### src/rtl/p16_uart_serializer.sv
// rtl/p16_uart_serializer.sv - UART transmit serializer with a 2-entry input buffer.
module p16_uart_serializer #(
    parameter int CLK_FREQ  = 250000,
    parameter int BAUD      = 9600,
    parameter int PARITY    = 0,
    parameter int STOP_BITS = 1
) (
    input  logic       i_clk,
    input  logic       i_rst_n,
    input  logic [7:0] i_data,
    input  logic       i_valid,
    output logic       o_ready,
    output logic       o_out,
    output logic       o_busy
);

    localparam int DIV = CLK_FREQ / BAUD;
    localparam int CW  = (DIV > 2) ? $clog2(DIV) : 1;
    localparam logic [CW-1:0] RELOAD = CW'(DIV - 1);

    if (DIV < 2) begin : g_bad_div
        $fatal(1, "p16_uart_serializer: CLK_FREQ/BAUD must be at least 2");
    end
    if (PARITY < 0 || PARITY > 2) begin : g_bad_parity
        $fatal(1, "p16_uart_serializer: PARITY must be 0, 1 or 2");
    end
    if (STOP_BITS != 1 && STOP_BITS != 2) begin : g_bad_stop
        $fatal(1, "p16_uart_serializer: STOP_BITS must be 1 or 2");
    end

    typedef enum logic [2:0] {
        S_IDLE,
        S_START,
        S_DATA,
        S_PARITY,
        S_STOP
    } state_t;

    state_t          r_state;
    logic [CW-1:0]   r_cnt;
    logic [2:0]      r_bit_idx;
    logic            r_stop_idx;
    logic [7:0]      r_shift;
    logic            r_par;
    logic            r_out;
    logic            r_ready;
    logic [7:0]      r_buf0;
    logic [7:0]      r_buf1;
    logic [1:0]      r_count;

    logic            w_bit_end;
    logic            w_last_stop;
    logic            w_pop;
    logic            w_push;
    logic            w_head_par;
    logic [1:0]      w_count_next;

    assign w_bit_end   = (r_cnt == '0);
    assign w_last_stop = (STOP_BITS == 2) ? r_stop_idx : 1'b1;
    assign w_push      = i_valid && r_ready;
    assign w_pop       = (r_count != 2'd0) &&
                         ((r_state == S_IDLE) ||
                          (r_state == S_STOP && w_bit_end && w_last_stop));
    assign w_head_par  = (PARITY == 2) ? ~(^r_buf0) : ^r_buf0;

    always_comb begin
        w_count_next = r_count;
        if (w_push && !w_pop) begin
            w_count_next = r_count + 2'd1;
        end else if (w_pop && !w_push) begin
            w_count_next = r_count - 2'd1;
        end
    end

    // Buffer head lives in r_buf0; a push during a pop lands behind whatever remains.
    always_ff @(posedge i_clk or negedge i_rst_n) begin
        if (!i_rst_n) begin
            r_buf0  <= 8'h00;
            r_buf1  <= 8'h00;
            r_count <= 2'd0;
            r_ready <= 1'b0;
        end else begin
            r_count <= w_count_next;
            r_ready <= (w_count_next < 2'd2);
            case ({w_push, w_pop})
                2'b10: begin
                    if (r_count == 2'd0) begin
                        r_buf0 <= i_data;
                    end else begin
                        r_buf1 <= i_data;
                    end
                end
                2'b01: begin
                    r_buf0 <= r_buf1;
                end
                2'b11: begin
                    if (r_count == 2'd1) begin
                        r_buf0 <= i_data;
                    end else begin
                        r_buf0 <= r_buf1;
                        r_buf1 <= i_data;
                    end
                end
                default: begin
                end
            endcase
        end
    end

    always_ff @(posedge i_clk or negedge i_rst_n) begin
        if (!i_rst_n) begin
            r_state    <= S_IDLE;
            r_cnt      <= '0;
            r_bit_idx  <= 3'd0;
            r_stop_idx <= 1'b0;
            r_shift    <= 8'h00;
            r_par      <= 1'b0;
            r_out      <= 1'b1;
        end else begin
            case (r_state)
                S_IDLE: begin
                    r_out <= 1'b1;
                    r_cnt <= '0;
                    if (w_pop) begin
                        r_state <= S_START;
                        r_shift <= r_buf0;
                        r_par   <= w_head_par;
                        r_cnt   <= RELOAD;
                        r_out   <= 1'b0;
                    end
                end
                S_START: begin
                    if (w_bit_end) begin
                        r_state   <= S_DATA;
                        r_cnt     <= RELOAD;
                        r_bit_idx <= 3'd0;
                        r_out     <= r_shift[0];
                    end else begin
                        r_cnt <= r_cnt - 1'b1;
                    end
                end
                S_DATA: begin
                    if (w_bit_end) begin
                        r_cnt <= RELOAD;
                        if (r_bit_idx == 3'd7) begin
                            r_stop_idx <= 1'b0;
                            if (PARITY != 0) begin
                                r_state <= S_PARITY;
                                r_out   <= r_par;
                            end else begin
                                r_state <= S_STOP;
                                r_out   <= 1'b1;
                            end
                        end else begin
                            r_bit_idx <= r_bit_idx + 3'd1;
                            r_shift   <= {1'b0, r_shift[7:1]};
                            r_out     <= r_shift[1];
                        end
                    end else begin
                        r_cnt <= r_cnt - 1'b1;
                    end
                end
                S_PARITY: begin
                    if (w_bit_end) begin
                        r_state    <= S_STOP;
                        r_cnt      <= RELOAD;
                        r_stop_idx <= 1'b0;
                        r_out      <= 1'b1;
                    end else begin
                        r_cnt <= r_cnt - 1'b1;
                    end
                end
                S_STOP: begin
                    if (w_bit_end) begin
                        if (!w_last_stop) begin
                            r_stop_idx <= 1'b1;
                            r_cnt      <= RELOAD;
                        end else if (w_pop) begin
                            // Next frame starts on the same edge the stop interval ends.
                            r_state <= S_START;
                            r_shift <= r_buf0;
                            r_par   <= w_head_par;
                            r_cnt   <= RELOAD;
                            r_out   <= 1'b0;
                        end else begin
                            r_state <= S_IDLE;
                            r_out   <= 1'b1;
                        end
                    end else begin
                        r_cnt <= r_cnt - 1'b1;
                    end
                end
                default: begin
                    r_state <= S_IDLE;
                    r_out   <= 1'b1;
                end
            endcase
        end
    end

    assign o_out   = r_out;
    assign o_ready = r_ready;
    assign o_busy  = (r_state != S_IDLE) || (r_count != 2'd0);

endmodule

### config.mk
export PLATFORM = sky130hd
export DESIGN_NAME = p16_uart_serializer
export DESIGN_NICKNAME = d
export VERILOG_FILES = /design/src/rtl/p16_uart_serializer.sv
export SDC_FILE = /design/constraint.sdc
export NUM_CORES = 1
export LEC_CHECK = 0
export CAP_MARGIN = 20
export CORE_ASPECT_RATIO = 1.5
export CORE_MARGIN = 4
export CORE_UTILIZATION = 55
export DETAILED_ROUTE_END_ITERATION = 16
export GPL_ROUTABILITY_DRIVEN = 0
export PLACE_DENSITY = 0.75
export SYNTH_ARGS = -nofsm -noshare
export SYNTH_HDL_FRONTEND = slang
export SYNTH_SLANG_ARGS = --single-unit
### constraint.sdc
create_clock -name i_clk -period 3.4 [get_ports i_clk]
set_input_delay 0.68 -clock i_clk [delete_from_list [all_inputs] [get_ports i_clk]]
set_output_delay 0.68 -clock i_clk [all_outputs]
set_load 0.01 [all_outputs]
; ---- Word level (Yosys, flattened, before mapping)
; Cells that the tools add are included.
; W data, S select, Z words.
[classes]
n_reduce_logical = 27
multipliers = 0
n_shift = 0
div = 0
n_eq_ne = 20
bitwise = 0
mux = 37
add_sub_neg = 4
n_lt_le_gt_ge = 1
[ops]
columns = cell, n
row1 = $mux W8, 8
row2 = $pmux W8 S3, 2
row3 = $mux W3, 9
row4 = $mux W5, 4
row5 = $ne A2 B2 Y1 const B, 10
row6 = $pmux W8 S2, 1
row7 = $pmux W3 S5, 1
row8 = $pmux W5 S3, 1
row9 = $reduce_and A4 Y1, 3
row10 = $reduce_bool A3 Y1, 4
row11 = $mux W1, 7
row12 = $eq A3 B2 Y1 const B, 2
row13 = $eq A3 B3 Y1 const B, 2
row14 = $pmux W3 S2, 1
row15 = $reduce_and A6 Y1, 1
row16 = $reduce_bool A2 Y1, 3
row17 = $logic_and A1 B1 Y1, 5
row18 = $logic_not A5 Y1, 1
row19 = $pmux W1 S5, 1
row20 = $sub A5 B1 Y5 const B, 1
row21 = $eq A2 B1 Y1 const B, 2
row22 = $eq A2 B2 Y1 const B, 2
row23 = $mux W2, 2
row24 = $reduce_and A2 Y1, 2
row25 = other kinds (12), 14
[word_totals]
ram_bits = 0
regBits = 39
mem_count = 0
latchBits = 0
output_inout_bits = 3
word_cells = 98
romBits = 0

; ---- Longest topological paths before layout
[depth]
depth_word = 8
mapped_depth = 12
depth_no_buf = 9

; ---- Worst setup path before layout
; OpenSTA, ideal clock, no wires.
[synth_timing]
path_type = register to register
start = reg r_cnt[0]
end = reg r_buf1[0]
path_buffers = 2
arrival_ns = 2.801
required_time_ns = 3.275
path_stages_with_launch = 11
setup_slack_ns = 0.474
setup_ns = 0.125
cell_sequence = dfrtp_1 inv_1 ha_1 or4b_4 a21boi_2 buf_6 buf_6 inv_1 ha_1 o211ai_1 mux2_2
[synth_via]
elab_chain_len = 7
word_cells_on_any_way = 11
cone_classes = eq/ne: 4 / mux: 1 / reduce/logical: 6
[synth_lines]
columns = item, line_no
row1 = "start, declared", 40  ; logic [CW-1:0] r_cnt;
row2 = "start signal, assigned", 139  ; r_cnt <= r_cnt - 1'b1;
row3 = "start signal, assigned", 160  ; r_cnt <= r_cnt - 1'b1;
row4 = "start signal, assigned", 170  ; r_cnt <= r_cnt - 1'b1;
row5 = $logic_not A5 Y1 *, 58  ; assign w_bit_end = (r_cnt == '0);
row6 = $logic_and A1 B1 Y1 *, 63  ; (r_state == S_STOP && w_bit_end && w_last_stop));
row7 = $logic_or A1 B1 Y1 *, 62  ; ((r_state == S_IDLE) ||
row8 = $logic_and A1 B1 Y1 *, 61  ; assign w_pop = (r_count != 2'd0) &&
row9 = $eq A2 B2 Y1, 85  ; case ({w_push, w_pop})
row10 = $ne A2 B2 Y1 (no line) or $reduce_bool A2 Y1 (tied branches), --
row11 = $reduce_and A3 Y1 (no line), --
row12 = "end signal, assigned", 90  ; r_buf1 <= i_data;
row13 = "end signal, assigned", 101  ; r_buf1 <= i_data;
row14 = "end, declared", 48  ; logic [7:0] r_buf1;
; Mark *: on every way between the ends. The rest lies on a longest branch, timed or not.
; A chain may end at the register's enable or synchronous reset.

; ---- Worst setup path after layout
[layout_timing]
start = reg r_cnt[0]
end = reg r_buf0[4]
[layout_via]
elab_chain_len = 7
word_cells_on_any_way = 11
cone_classes = eq/ne: 4 / mux: 1 / reduce/logical: 6
[layout_lines]
columns = item, line_no
row1 = $logic_not A5 Y1 *, 58
row2 = $logic_and A1 B1 Y1 *, 63
row3 = $logic_or A1 B1 Y1 *, 62
row4 = $logic_and A1 B1 Y1 *, 61
row5 = $eq A2 B2 Y1 or $eq A2 B1 Y1 (tied branches), 85
row6 = $ne A2 B2 Y1 (no line) or $reduce_bool A3 Y1 (tied branches), --
row7 = $reduce_and A2 Y1 (no line), --
row8 = "end signal, assigned", 88  ; r_buf0 <= i_data;
row9 = "end signal, assigned", 94  ; r_buf0 <= r_buf1;
row10 = "end signal, assigned", 98  ; r_buf0 <= i_data;
row11 = "end, declared", 47  ; logic [7:0] r_buf0;
; Marked as above.

==> flow_summary.ini <==
[clock_network]
clock_latency_ns = 0.30
cts_tree = done
clock_path_buffers = 2
cts-resized-gates = 0
post_cts_buffers = 0
clk_pin_slew_ns = 0.08
cts_hold_buf = 0
clock_sinks = 39
h-tree-depth = 2
numCtsBuffers = 5
cts_root_buf = clkbuf_8

[synth]
yosys_warnings = 0
synth.avg_cell_area_um2 = 11.0
synthCells = 191
synth-xor-area-share_pct = 0
syn_nets = 210
synthArstFlopShare_pct = 100
muxShareOfSynthArea_pct = 13.0
synth-edff-count = 0
synthDistinctLibCells = 45
synth-compound-area-share_pct = 18.9
synth_flop_cell = dfrtp_1
synth_fa_ha_area_share_pct = 5.23
synth-seq-cells = 39
syn_area_mm2 = 0.00210
yosys.area_share.simple_pct = 11.7
synth_top_family_by_area = compound AO/OA/AOI/OAI gates
ys_seq_area_share_pct = 46.5

[pwr]
power_density_mw_per_mm2 = 561
seq_power_share_pct = 49.0
sw_frac_of_total_pct = 28.1
p_comb_share_pct = 21.8
clockPowerShare_pct = 29.2
intPower_uw = 951
power_leakage_uw = 0.00108
p_switching_uw = 372
ir_worst_vdd_mv = 0.433

[timing]
finalCriticalPeriod_ns = 2.68
max-slew-margin-rel_pct = 43.2
tightest_slew_ns = 0.852
hold_slack_ns = 0.475
hold_viol = 0
rsz0062_at_grt = false
drv_slew = 0
setup_violations = 0
setup_tns_ns = 0
fin_worst_skew_ns = 0.00721
period_share_pct = 78.7
layout_setup_ws_ns = 0.723
fmax_mhz = 374

[cells_and_area]
final_layout_size_suffix_gt1_share_pct = 19.5
fin_cells = 248
areaGrowthSynthToFinish_pct = 12.1
finalCoreUtilization_pct = 64.1
antenna_cells = 0
nNetsFinal = 223

[place]
hpwlAfterDp_mm = 3.17
io_buffers = 13
place_ws_ns = 0.722
dp.cells = 240

[drt]
drt_iter0_drc = 43
detail-route-antenna-nets = 0
drc = 0
wl_mm = 4.33
wl_per_cell_um = 17.5
dr.pass1.iters = 4
avgViaCountPerCell = 6.31
via_count = 1566

[run_status]
status = complete, no violations

[critical_path]
critical_path_class = flop to flop
crit_required_ns = 3.64
ff2ff_path_depth = 9
start_kind = flop
endpoint_kind = flop
arrival_ns = 2.92
critPathMaxFanout = 20

[global_route]
grt_max_degree = 40
grt_antenna_before_repair = 0
grt_usage_pct = 19.3
grt_pass1_vias = 1636
grt_overflow = 0
grt_pass1_wl_mm = 7.38

[flow_run]
maxCapViolCount = 0

[floorplanning]
num_io_pins = 14
fp.dieH_um = 83.7
start_util_pct = 57.1
dieArea_mm2 = 0.00490
die_w_um = 58.5
core_area_mm2 = 0.00368
num_rows = 27

[min_path]
hp-class = flop to flop
holdPathStages = 1
power groups by stage:
| stage | Clock (µW) | Combinational (µW) | Sequential, µW |
|---|---|---|---|
| 5_1_grt | 417 | 313 | 660 |
| 3_5_place_dp | 0 | 290 | 656 |
| 2_1_floorplan | 0 | 205 | 633 |
| 4_1_cts | 392 | 291 | 648 |
| 3_3_place_gp | 0 | 270 | 647 |
| 6_report | 386 | 288 | 649 |
through the flow:
stage          area [µm²]  power, µW
3_3_place_gp         2250        917
2_1_floorplan        2100        838
4_1_cts              2360       1330
3_5_place_dp         2250        946
6_report             2360       1320
5_1_grt              2360       1390
metal layers:
layer / global-route usage (%) / routed length (µm) / vias to the layer above
met4: 8.23 / 99 / 0
met3: 4.80 / 179 / 11
met1: 20.5 / 1640 / 770
li1: - / - / 732
met5: 0 / 0 / -
met2: 34.6 / 2420 / 53
synth_stat cells, drive strengths merged, types with 3 or more instances:
master / number / share of area, %
inv: 9 / 1.6
a32o: 8 / 3.8
dfrtp: 38 / 45
nor3: 12 / 2.9
a21oi: 13 / 4.5
o21ai: 8 / 1.9
buf: 9 / 2.8
ha: 8 / 4.8
or2: 3 / 0.89
nor2: 12 / 2.1
nand2: 10 / 1.8
mux2i: 7 / 3.3
a21o: 4 / 1.4
mux2: 18 / 9.6
final timing paths:
check,from,to,slack [ns]
worst min register to register,flop,o_ready,0.47
max in group asynchronous,i_rst_n,r_shift[1],2.38
worst max-delay path,r_cnt[0],r_buf0[4],0.72
worst max register to register,r_cnt[0],r_buf0[4],0.72
min in group asynchronous,i_rst_n,r_cnt[2],0.49
worst min-delay path,flop,o_ready,0.47
state kept, by name (all words and copies together) (netlist names), named ones only:
name	count
r_cnt	5
r_bit_idx	3
o_out	1
o_ready	1
r_buf1	8
r_count	1
r_shift	8
r_state	3
r_buf0	8
cells in the final DEF, fill, tap and decap left out, types with 2 or more instances in the layout:
cell             synthesis  final
a21o_1                   4      4
o211ai_1                 2      2
mux2_2                  10     10
buf_4                    1      4
clkbuf_8                 0      5
inv_1                    9      9
nor3_1                  12     12
nand2b_1                 2      2
mux2i_1                  7      7
a22o_1                   2      2
clkdlybuf4s50_1          0     12
a32o_1                   8      8
a21oi_1                  5      5
nand3_1                  2      2
dfrtp_1                 38     38
a21oi_2                  8      8
o2bb2ai_1                2      2
o21ai_0                  8      8
or2_2                    3      3
nor2_1                  12     12
ha_1                     8      8
mux2_1                   8      8
nand2_1                 10     10
cells by family after synthesis:
family                     count (synthesis)
AOI/OAI and AO/OA                         51
adders and majority gates                  9
buffers and inverters                     20
DFF                                       39
muxes                                     25
and+or+nand+nor                           47
worst max-delay path, cell delays in order, from the launching register on:
cell      delay (ns)
dfrtp_1         0.43
inv_1           0.10
ha_1            0.22
or4b_4          0.53
a21boi_2        0.21
buf_4           0.28
ha_1            0.23
a21o_1          0.26
a32o_1          0.24
mux2_1          0.13
final cells by class:
cell class / instances / area [µm²]
Fill cell: 282 / 1320
Multi-Input combinational cell: 132 / 1030
Sequential cell: 39 / 977
Timing Repair Buffer: 17 / 155
Clock buffer: 5 / 68.8
Tap cell: 43 / 53.8
Clock inverter: 3 / 43.8
Inverter: 9 / 33.8
No activity file was read; power rests on OpenSTA's default activity.
==> variant 1 (config.mk and constraints unchanged) <==
Encoding of `state_t`: now one-hot (5 bits for 5 states).
--- a/src/rtl/p16_uart_serializer.sv
+++ b/src/rtl/p16_uart_serializer.sv
@@ -28,12 +28,12 @@
         $fatal(1, "p16_uart_serializer: STOP_BITS must be 1 or 2");
     end
 
-    typedef enum logic [2:0] {
-        S_IDLE,
-        S_START,
-        S_DATA,
-        S_PARITY,
-        S_STOP
+    typedef enum logic [4:0] {
+        S_IDLE   = 5'b00001,
+        S_START  = 5'b00010,
+        S_DATA   = 5'b00100,
+        S_PARITY = 5'b01000,
+        S_STOP   = 5'b10000
     } state_t;
 
     state_t          r_state;
Behaviour: same outputs for any inputs over 10 cycles, from zero or initial values and one cycle with i_rst_n low; not proved beyond that.
==> variant 1 against the unedited design <==
Sequential cell count rose by 1; core utilization rose by 1.3 points; wire length rose by 0.28%; worst setup slack got worse by 280 ps; final area rose by 2.9%; largest cell class unchanged; area after synthesis rose by 2.2%; critical endpoint unchanged; via count rose by 9.1%; final cell count rose by 14%; critical path depth rose by 2.
Power is not compared: it rests on default switching activity, and its combinational part moved more than twofold at a synthesized area within 25%.
==> variant 1: results (changes against the unedited design) <==
## Outcome
* completed — result of the run

## GRT
* 0.337 — met2 Resource Use GR, -0.00886
* 0.194 — Total GRT Usage, +0.00139
* 0.0462 — met3 routing resource usage after global routing, -0.00183
* 7.56 mm — first-pass GRT wire length, +2.5%
* 1699 — via count of the first global-routing pass, +3.9%
* 41 — maximum number of pins on one net before global-route repair, +2.5%

## Final layout
* 307 — total of fill cells in the finished design, +8.9%
* 6 — # clk buffers, +1
* 0.0608 — area share of buffers outside the clock network, -0.00496
* 12.9% — Area growth, synth to finish
* 0.413 — register share of the cell area, -0.000923
* 0.0500 — Clock Network Area Fraction, +0.00225
* 16 — Buffers excl. clock, -1
* 0.438 — share of the final layout cell area in multi-input gates, +0.00313
* 10 — Non-clock inverters, +1
* 283 — final cell count without fillers, +14%

## Synthesis
* 245 — net count after synthesis, +17%
* dfrtp_1 44%, nand2_1 6.1%, ha_1 5.2% — top cells by area, synth
* 0.467 — sequential share of the synthesized area, +0.00222
* 38 x dfrtp_1, 35 x nand2_1, 27 x nor2_1 — list of most frequent post-synthesis cells
* 9.55 sq um — Synth Area per Inst, -13%

## Routing
* 196 um — sum of met3 wire segment lengths after detailed routing, +9.5%
* 15.4 um — Routed WL per cell, -12%
* 2.18 mm — detailed-routed wire length on met2, -9.8%
* 1.84 mm — Routed met1 length, +13%
* 88 — detailed router's first-iteration violation count, +100%

## Clock network
* 40 — clk sink count, +2.6%

## Die
* 0.00372 sq mm — Core Box Area, +0.92%

## Critical path
* 11 — Worst Reg-to-Reg Cells, +2
* 3130 ps — worst endpoint data arrival time, +210 ps
* r_state[0] — Reg-to-Reg Start

## Placed design
* 0.00230 sq mm — instance area after placement, +2.3%
* 3.11 mm — half-perimeter wire length after detailed placement, -1.7%
* 408 ps — post-placement setup slack, -314 ps
* 274 — number of cells after detailed placement, +14%

## STA
* 0.426 — worst slew margin relative to its limit, -0.00572
* 487 ps — worst hold slack across all endpoints, +12.9 ps
* 448 ps — Final Worst Setup Slack, -276 ps

## Min path
* input port to async pin — Hold Crit Class

==> variant 1: cell types whose count changed after synthesis, moves of 5 or more <==
| cell | unedited run | this run |
|---|---|---|
| o21ai_0 | 8 | 13 |
| a31oi_1 | 1 | 9 |
| a32o_1 | 8 | 0 |
| mux2i_1 | 7 | 1 |
| mux2_1 | 8 | 1 |
| nor2_1 | 12 | 27 |
| nand3_1 | 2 | 8 |
| nor3_1 | 12 | 2 |
| a21oi_2 | 8 | 0 |
| a221o_1 | 1 | 8 |
| nand2_1 | 10 | 35 |
==> variant 1: worst max-delay path: stages (launching register included) <==
cell and delay [ps]:
dfstp_2 680, nor2_1 120, a31oi_1 310, or2_1 240, inv_1 90, ha_1 240, a2111oi_0 420, o211ai_1 150
buf_4 190, nand2_1 70, nor2_1 40, a221o_1 270
==> variant 1: logic make-up after synthesis <==
kind of cell	count (synthesis)	synth area share
compound gates	55	0.175
flops	40	0.467
simple gates	89	0.202
buf+inv	19	0.0384
mux	11	0.0570
fa+ha+maj	9	0.0524
xor+xnor	2	0.00815
==> variant 2 (same settings) <==
Made on the original files. Set the parameter `BAUD` to 4800 (it was 9600).
--- a/src/rtl/p16_uart_serializer.sv
+++ b/src/rtl/p16_uart_serializer.sv
@@ -1,7 +1,7 @@
 // rtl/p16_uart_serializer.sv - UART transmit serializer with a 2-entry input buffer.
 module p16_uart_serializer #(
     parameter int CLK_FREQ  = 250000,
-    parameter int BAUD      = 9600,
+    parameter int BAUD      = 4800,
     parameter int PARITY    = 0,
     parameter int STOP_BITS = 1
 ) (
Check against the original RTL: same outputs for any inputs over 10 cycles, from zero or initial values and one cycle with i_rst_n low; that may be too few to reach the edited logic, so the function may still have changed.
==> variant 2 against the unedited design <==
Worst setup slack worse by 130 ps; sequential cell count increased by 1; highest routed layer unchanged; via count grew 6.7%; final area rose by 4.5%; global-route usage increased by 0.96 points; wire length increased by 5.6%; critical path type is now flop to primary output; area after synthesis rose by 7.1%; synthesized cell count rose by 9.4%; sequential share of layout area shrank 0.75 points.
Power is not compared: it rests on default switching activity, and its combinational part moved more than twofold at a synthesized area within 25%.
==> variant 2: results (changes against the unedited design) <==
## Critical path
* 640 ps — worst reg-to-reg setup slack, -80 ps
* 490 ps — Slowest Stage Delay on Critical Path, -40 ps
* clkdlybuf4s50_1 — slowest cell on the critical path
* 6 — critical path peak fanout, -70%
* buffers and inverters — kind of cell adding the most delay to the critical path
* 2120 ps — worst endpoint data arrival time, -800 ps

## Synthesis
* 228 — net count after synthesis, +8.6%
* 209 — post-synthesis cell count, +9.4%
* 54 — number of distinct library cells after synthesis, +20%
* 0.445 — sequential share of the synthesized area, -0.0199
* dfrtp_1 43%, mux2_4 5.3%, ha_1 4.4% — top cells by area, synth
* 39 x dfrtp_1, 21 x nor2_1, 15 x a21oi_1 — list of most frequent post-synthesis cells

## GRT
* 0.203 — Total GRT Usage, +0.00956
* 7.99 mm — first-pass GRT wire length, +8.3%
* 0.227 — met1 global-route usage, +0.0214
* 1724 — via count of the first global-routing pass, +5.4%
* 0.358 — met2 Resource Use GR, +0.0124
* 0.0387 — met3 routing resource usage after global routing, -0.00924
* 41 — maximum number of pins on one net before global-route repair, +2.5%

## Final layout
* 0.464 — share of the final layout cell area in multi-input gates, +0.0287
* 0.0569 — area share of buffers outside the clock network, -0.00890
* 327 — total of fill cells in the finished design, +16%
* 149 — number of multi-input combinational cells in the layout, +13%
* 0.0330 — Clock Network Area Fraction, -0.0147
* 7 — # clk buffers, +2
* 40 — number of flip-flops and latches, +2.6%
* 0.188 — share of final-layout standard cells stronger than drive strength 1, -0.00678
* 0.00100 sq mm — sequential standard cell area, +2.6%
* r_buf0 x8, r_buf1 x8, r_shift x8 — largest registers
* 15 — Buffers excl. clock, -2
* 0.00246 sq mm — final std cell area, no fill, +4.5%
* 11 — Non-clock inverters, +2
* 241 — Final Net Count, +8.1%

## Power and ir drop
* 0.387 — fraction of power spent switching nets
* 307 uW — Clk power
* 0.00106 uW — leakage power summed over all cells
* 541 uV — maximum resistive drop on vdd

## Routing
* 17.1 um — Routed WL per cell, -2.3%
* 4.58 mm — aggregate routed wire length, +5.6%
* 6.24 — post-DR vias/cell, -1.3%
* 2.50 mm — detailed-routed wire length on met2, +3.1%
* 189 um — sum of met3 wire segment lengths after detailed routing, +5.6%
* 69 — detailed router's first-iteration violation count, +60%
* 1.72 mm — Routed met1 length, +5.3%

## Placed design
* 3.37 mm — half-perimeter wire length after detailed placement, +6.4%
* 689 ps — post-placement setup slack, -33.9 ps
* 13 — number of buffer cells added on primary ports, unchanged
* 0.00238 sq mm — instance area after placement, +6.1%
* 260 — number of cells after detailed placement, +8.3%

## STA
* 3.43 ps — clk_skew, -3.79 ps
* 598 ps — Final Worst Setup Slack, -126 ps
* 894 ps — Worst-Margin Slew, +41.6 ps
* 468 ps — worst hold slack across all endpoints, -6.51 ps

## Clock network
* 2 — H-tree level count, unchanged
* 290 ps — latest clock arrival within the worst-skew pair

## Outcome
* completed — result of the run

## Min path
* flop to flop — Hold Crit Class

## Die
* 60.3 um — Die Width, +3.0%

## variant 2: cell types whose count changed after synthesis, moves of 3 or more
cell     delta
mux2_1      -8
mux2_4      +8
a21oi_2     -6
nor3_1      -9
nand2_1     -3
a21oi_1    +10
nor2_1      +9
o21ai_1     +5
a22o_1      +8
a32o_1      -8
or2_2       -3
## variant 2: logic make-up after synthesis
group,share of synthesized area
AND/OR/NAND/NOR,0.140
adder cells (fa/ha/maj),0.0444
buffers and inverters,0.0483
flip-flops,0.445
AO/OA/AOI/OAI,0.194
multiplexers,0.129
## variant 2: worst paths after layout
check,startpoint,end,cells after the start
setup / recovery,r_count[0],o_busy,6
hold / removal,flop,o_ready,1
setup reg to reg,r_cnt[0],r_buf0[6],12
hold reg to reg,flop,o_ready,1
max in group asynchronous,i_rst_n,r_shift[5],1
min in group asynchronous,i_rst_n,r_cnt[5],1
